<file path="config.mk">
export PLATFORM = sky130hd
export DESIGN_NAME = task_scheduler
export DESIGN_NICKNAME = d
export VERILOG_FILES = /design/src/rtl/scheduler_pkg.sv /design/src/rtl/task_scheduler_slice_timer.sv /design/src/rtl/task_scheduler.sv
export SDC_FILE = /design/constraint.sdc
export NUM_CORES = 1
export LEC_CHECK = 0
export CORE_ASPECT_RATIO = 1.4
export CORE_MARGIN = 2
export CORE_UTILIZATION = 40
export DETAILED_ROUTE_END_ITERATION = 8
export GPL_ROUTABILITY_DRIVEN = 0
export HOLD_SLACK_MARGIN = 0.06
export PLACE_DENSITY = 0.69
export RECOVER_POWER = 25
export SLEW_MARGIN = 20
export SYNTH_ARGS = -nofsm -noshare
export SYNTH_HDL_FRONTEND = slang
export SYNTH_SLANG_ARGS = --single-unit
</file>
<file path="constraint.sdc">
create_clock -name clk_i -period 1.9 [get_ports clk_i]
set_input_delay 0.57 -clock clk_i [delete_from_list [all_inputs] [get_ports clk_i]]
set_output_delay 0.57 -clock clk_i [all_outputs]
set_load 0.03 [all_outputs]
</file>
<file path="src/rtl/scheduler_pkg.sv">
// Shared types and constants for the task scheduler front-end and its slice timer.
package scheduler_pkg;

   localparam int unsigned TID_W    = 6;
   localparam int unsigned PRI_W    = 3;
   localparam int unsigned RL_TID_W = 16;
   localparam int unsigned SLICE_W  = 8;
   localparam int unsigned STAT_W   = 32;

   localparam logic [RL_TID_W-1:0] TID_EMPTY = 16'hFFFF;

   typedef enum logic [2:0] {
      IDLE   = 3'd0,
      ISSUE  = 3'd1,
      WAIT0  = 3'd2,
      WAIT1  = 3'd3,
      COMMIT = 3'd4
   } sched_state_e;

   // Only the low bits of a ready-list ID name a task; the upper bits are ignored.
   function automatic logic [TID_W-1:0] tid_of(input logic [RL_TID_W-1:0] rl_tid);
      return rl_tid[TID_W-1:0];
   endfunction

endpackage

</file>
<file path="src/rtl/task_scheduler_slice_timer.sv">
// Time-slice down-counter: reloads on expiry or explicit reload, flags expiry in the tick cycle.
module task_scheduler_slice_timer
   import scheduler_pkg::*;
#(
   parameter int unsigned SLICE_TICKS = 4
) (
   input  logic i_clk,
   input  logic i_rst,
   input  logic i_tick,
   input  logic i_reload,
   output logic o_expire_c
);

   localparam logic [SLICE_W-1:0] RELOAD_VAL = SLICE_W'(SLICE_TICKS - 1);

   logic [SLICE_W-1:0] r_cnt;
   logic               w_expire;

   // Expiry is combinational so a same-cycle reschedule merges into one request.
   assign w_expire   = i_tick && (r_cnt == '0);
   assign o_expire_c = w_expire;

   always_ff @(posedge i_clk) begin
      if (i_rst) begin
         r_cnt <= RELOAD_VAL;
      end else if (i_reload || w_expire) begin
         r_cnt <= RELOAD_VAL;
      end else if (i_tick) begin
         r_cnt <= r_cnt - SLICE_W'(1);
      end
   end

endmodule

</file>
<file path="src/rtl/task_scheduler.sv">
// Scheduling front-end: scans ready-list priority levels on slice expiry or yield and commits the winner.
// Optional SCHED_STATS_EN adds switch_cnt_o / idle_cnt_o commit counters.
module task_scheduler
   import scheduler_pkg::*;
#(
   parameter int unsigned       NPRI        = 5,
   parameter int unsigned       SLICE_TICKS = 4,
   parameter logic [TID_W-1:0]  IDLE_TID    = 6'd0
) (
   input  logic                 clk_i,
   input  logic                 rst_i,
   input  logic                 tick_i,
   input  logic                 resched_i,
   output logic                 rl_get_o,
   output logic [PRI_W-1:0]     rl_priority_o,
   input  logic [RL_TID_W-1:0]  rl_tid_i,
   input  logic                 rl_done_i,
   output logic [TID_W-1:0]     run_tid_o,
   output logic                 run_valid_o,
   output logic                 switch_o,
`ifdef SCHED_STATS_EN
   output logic [STAT_W-1:0]    switch_cnt_o,
   output logic [STAT_W-1:0]    idle_cnt_o,
`endif
   output logic                 busy_o
);

   localparam logic [PRI_W-1:0] LAST_PRI = PRI_W'(NPRI - 1);

   sched_state_e r_state;
   logic         r_pend;
   logic         w_expire;
   logic         w_reload;
   logic         w_req;

   assign w_reload = resched_i && (r_state == IDLE);
   assign w_req    = resched_i || w_expire;

   task_scheduler_slice_timer #(
      .SLICE_TICKS (SLICE_TICKS)
   ) u_slice_timer (
      .i_clk      (clk_i),
      .i_rst      (rst_i),
      .i_tick     (tick_i),
      .i_reload   (w_reload),
      .o_expire_c (w_expire)
   );

   // rl_priority_o doubles as the current scan level and only moves when a new get issues.
   always_ff @(posedge clk_i) begin
      if (rst_i) begin
         r_state       <= IDLE;
         r_pend        <= 1'b0;
         rl_get_o      <= 1'b0;
         rl_priority_o <= '0;
         run_tid_o     <= IDLE_TID;
         run_valid_o   <= 1'b0;
         switch_o      <= 1'b0;
         busy_o        <= 1'b0;
`ifdef SCHED_STATS_EN
         switch_cnt_o  <= '0;
         idle_cnt_o    <= '0;
`endif
      end else begin
         rl_get_o <= 1'b0;
         switch_o <= 1'b0;

         case (r_state)
            IDLE: begin
               if ((r_pend || w_req) && rl_done_i) begin
                  r_state       <= ISSUE;
                  r_pend        <= 1'b0;
                  rl_get_o      <= 1'b1;
                  rl_priority_o <= '0;
                  busy_o        <= 1'b1;
               end else if (w_req) begin
                  r_pend <= 1'b1;
               end
            end

            ISSUE: begin
               r_state <= WAIT0;
            end

            WAIT0: begin
               r_state <= WAIT1;
            end

            WAIT1: begin
               if (rl_done_i) begin
                  if ((rl_tid_i == TID_EMPTY) && (rl_priority_o != LAST_PRI)) begin
                     r_state       <= ISSUE;
                     rl_get_o      <= 1'b1;
                     rl_priority_o <= rl_priority_o + PRI_W'(1);
                  end else begin
                     r_state  <= COMMIT;
                     switch_o <= 1'b1;
                     busy_o   <= 1'b0;
`ifdef SCHED_STATS_EN
                     switch_cnt_o <= switch_cnt_o + STAT_W'(1);
`endif
                     if (rl_tid_i == TID_EMPTY) begin
                        run_tid_o   <= IDLE_TID;
                        run_valid_o <= 1'b0;
`ifdef SCHED_STATS_EN
                        idle_cnt_o  <= idle_cnt_o + STAT_W'(1);
`endif
                     end else begin
                        run_tid_o   <= tid_of(rl_tid_i);
                        run_valid_o <= 1'b1;
                     end
                  end
               end
            end

            COMMIT: begin
               r_state <= IDLE;
            end

            default: begin
               r_state <= IDLE;
            end
         endcase

         // Requests during a scan coalesce into a single follow-up scan.
         if ((r_state != IDLE) && w_req) begin
            r_pend <= 1'b1;
         end
      end
   end

endmodule
</file>
==> results_dict.tcl <==
set metrics [dict create \
    outcome "completed" \
    start_util_pct 42.2 \
    ys_seq_elements 25 \
    finalSetupViolations 0 \
    fin_worst_skew_ns 0.00353 \
    ys_seq_area_share_pct 41.2 \
    avgSynthCellArea_um2 9.27 \
    drive_gt1_share_pct 17.5 \
    reg2reg_slack_ns 0.13 \
    hold_viol 0 \
    worst_setup_path_end_kind "primary output" \
    syn-instance-count 131 \
    tightest_slew_ns 0.413 \
    die_y_um 69.2 \
    final_cells 220 \
    min_path_type "flip-flop to flip-flop" \
    htree_num_levels 1 \
    required_ns 1.33 \
    max_freq_mhz 537 \
    die_w_um 50.6 \
    rows 23 \
    cts_tree "yes" \
    synthToLayoutAreaGrowth_pct 47.4 \
    yosysWarnings 0 \
    drc 0 \
    worst_path_max_delay_cell "clkdlybuf4s50_1" \
    max-cap-violations 0 \
    worstReg2RegStart "u_slice_timer.r_cnt[0]" \
    synth_cell_types 36 \
    io_buffers 33 \
    synthesis.area_um2 1210 \
    cts_num_sinks 25 \
    fillers 265 \
    startpoint_type "flip-flop" \
    root_buffer "clkbuf_8" \
    min_to "run_tid_o[4]" \
    crit_fanout 2 \
    maxSlewHeadroom_pct 72.4 \
    dieArea_um2 3500 \
    ir_drop_mv 0.527 \
    wl_per_cell_um 13.8 \
    dp_cells 212 \
    crit_arrival_ns 1.29 \
    grt_max_degree 14 \
    overflow 0 \
    r2r_cells 6 \
    diodes 0 \
    clock_latency_ns 0.27 \
    grt_pass1_vias 1164 \
    period_minus_slack_ns 1.86 \
    num_vias 1142 \
    fin_crit_sh_pct 98.0 \
    post_drt_via_cell_ratio 5.19 \
    firstDrtPassIters 6 \
    grt_first_pass_wirelength_mm 4.93 \
    worstReg2RegEnd "rl_priority_o[2]" \
    syn_nets 156 \
    min_path_cells 2 \
    crit_family "buffers and inverters" \
    clockBufferDepth 2 \
    coreArea_um2 2880 \
    cp.buffers_inverters 1 \
    nets 209 \
    dp_hpwl_mm 2.29 \
    antenna_found_initial 0 \
    slowest_delay_ns 0.68 \
    path_clk_slew_ns 0.09 \
    ioPinCount 34 \
    grt_setup_unrepaired "false" \
    holdBufCountCts 0 \
    criticalPathCategory "flip-flop to primary output" \
    first_iter_violations 6 \
    finalMaxSlewViolations 0 \
    setup_tns_ns 0 \
    min_from "run_tid_o[4]" \
    leakagePower_uw 0.000818 \
    power_density_nw_per_um2 649 \
    cts_buffers 3 \
    wirelength_mm 3.04 \
    grtUsageTotal_pct 17.9 \
    drtAntennaViolNets 0 \
    whs_ns 0.480 \
    crit_path_cell_trace "clkdlybuf4s50_1" \
]
## kinds of logic (layout without fill, tap and decap cells)
kind of cell             Yosys count  count (layout)  share of synthesized area (%)
AND/OR/NAND/NOR                   56              56                           27.7
buffers and inverters              9              61                           3.40
flip-flops                        25              25                           41.2
adder cells (fa/ha/maj)            4               4                           4.12
AO/OA/AOI/OAI                     30              30                           18.5
XOR/XNOR                           7               7                           5.05
## flip-flops by register name (all words and copies together) (netlist names)
name,cells
run_tid_o,6
r_pend,1
rl_get_o,1
run_valid_o,1
r_state,3
u_slice_timer.r_cnt,8
switch_o,1
busy_o,1
rl_priority_o,3
## placed cells by master (no fill, tap or decap), types with 4 or more instances in the layout
cell,count
dfxtp_1,25
dlymetal6s2s_1,13
buf_4,13
nor2_1,12
clkdlybuf4s50_1,11
nand2_1,10
nand2b_1,8
inv_1,7
dlygate4sd2_1,7
o2bb2ai_1,6
a21oi_1,5
nand4_1,5
nor3_1,4
xnor2_1,4
o211ai_1,4
a31oi_1,4
ha_1,4
## how the worst max path moves through the flow
stage	from	end	slack (ns)	cells past startpoint
after floorplan	rl_tid_i[15]	rl_priority_o[2]	0.17	4
after global placement	rl_tid_i[2]	rl_priority_o[2]	-0.39	5
after detailed placement	rl_tid_i[1]	rl_priority_o[2]	-0.43	5
after CTS	rl_tid_i[8]	rl_priority_o[2]	-0.04	5
after global routing	run_tid_o[0]	run_tid_o[0]	0.0005	1
final	run_tid_o[0]	run_tid_o[0]	0.04	1
## cell usage after synthesis (all sizes together)
cell type | n | area share, %
o32ai | 1 | 1.3
and2 | 4 | 2.2
o21a | 1 | 0.62
xnor2 | 4 | 2.9
nor2 | 12 | 3.7
and2b | 1 | 0.62
nand2 | 10 | 3.1
or4 | 2 | 1.9
inv | 7 | 2.2
buf | 1 | 0.93
nor3 | 5 | 2.1
nor2b | 2 | 1.0
o21ai | 4 | 2.3
nand2b | 8 | 4.1
a21boi | 1 | 0.62
o2bb2ai | 6 | 4.3
nand4 | 6 | 3.6
a21oi | 6 | 2.8
dfxtp | 25 | 41
o211ai | 4 | 2.5
xor2 | 3 | 2.2
a21o | 1 | 0.62
or4bb | 1 | 1.2
nor4 | 1 | 1.8
a31oi | 4 | 2.1
clkbuf | 1 | 0.31
o311ai | 1 | 0.72
and4bb | 1 | 1.0
nor3b | 1 | 0.62
ha | 4 | 4.1
nand3 | 2 | 0.82
a311oi | 1 | 0.72
## metrics by stage
step                      area, um^2  utilization (%)  setup slack (ns)  total power, uW
after global placement          1670             58.2            -0.395              845
after floorplan                 1210                -             0.170              737
after global routing            1790             62.2          0.000487             1210
after CTS                       1760             61.2           -0.0445             1170
final                           1790             62.2            0.0377             1160
after detailed placement        1670             58.2            -0.428              855
## per-layer routing
| metal | global-route usage, % | wire [um] |
|---|---|---|
| met5 | 0 | 0 |
| met1 | 18.1 | 1210 |
| met4 | 8.41 | 74 |
| met2 | 34.6 | 1650 |
| met3 | 2.16 | 105 |
## cell type report
cell class / count / area [um^2] / area share (%)
inverter: 7 / 26.3 / 1.47
sequential: 25 / 500 / 28.0
timing repair buffer: 50 / 472 / 26.3
clock buffer: 4 / 45.0 / 2.52
tap: 37 / 46.3 / 2.59
multi-input combinational: 97 / 701 / 39.1
## timing repair
item | CTS | global route
pin swaps | 5 | 8
buffers inserted | 3 | 1
resized for setup | 12 | 17
endpoints found under the setup margin | 7 | 15
## worst register-to-register path, cell delays in order (launching register included)
cell	delay, ns
dfxtp_1	0.34
inv_1	0.09
ha_1	0.15
or4bb_4	0.57
o211ai_1	0.21
a21o_1	0.19
o211ai_1	0.10
## where the power goes
part	switching, uW	internal [uW]
Clock	171	150
Combinational	130	123
Sequential	30.6	557
Total	331	831
(Power assumes the default switching activity.)
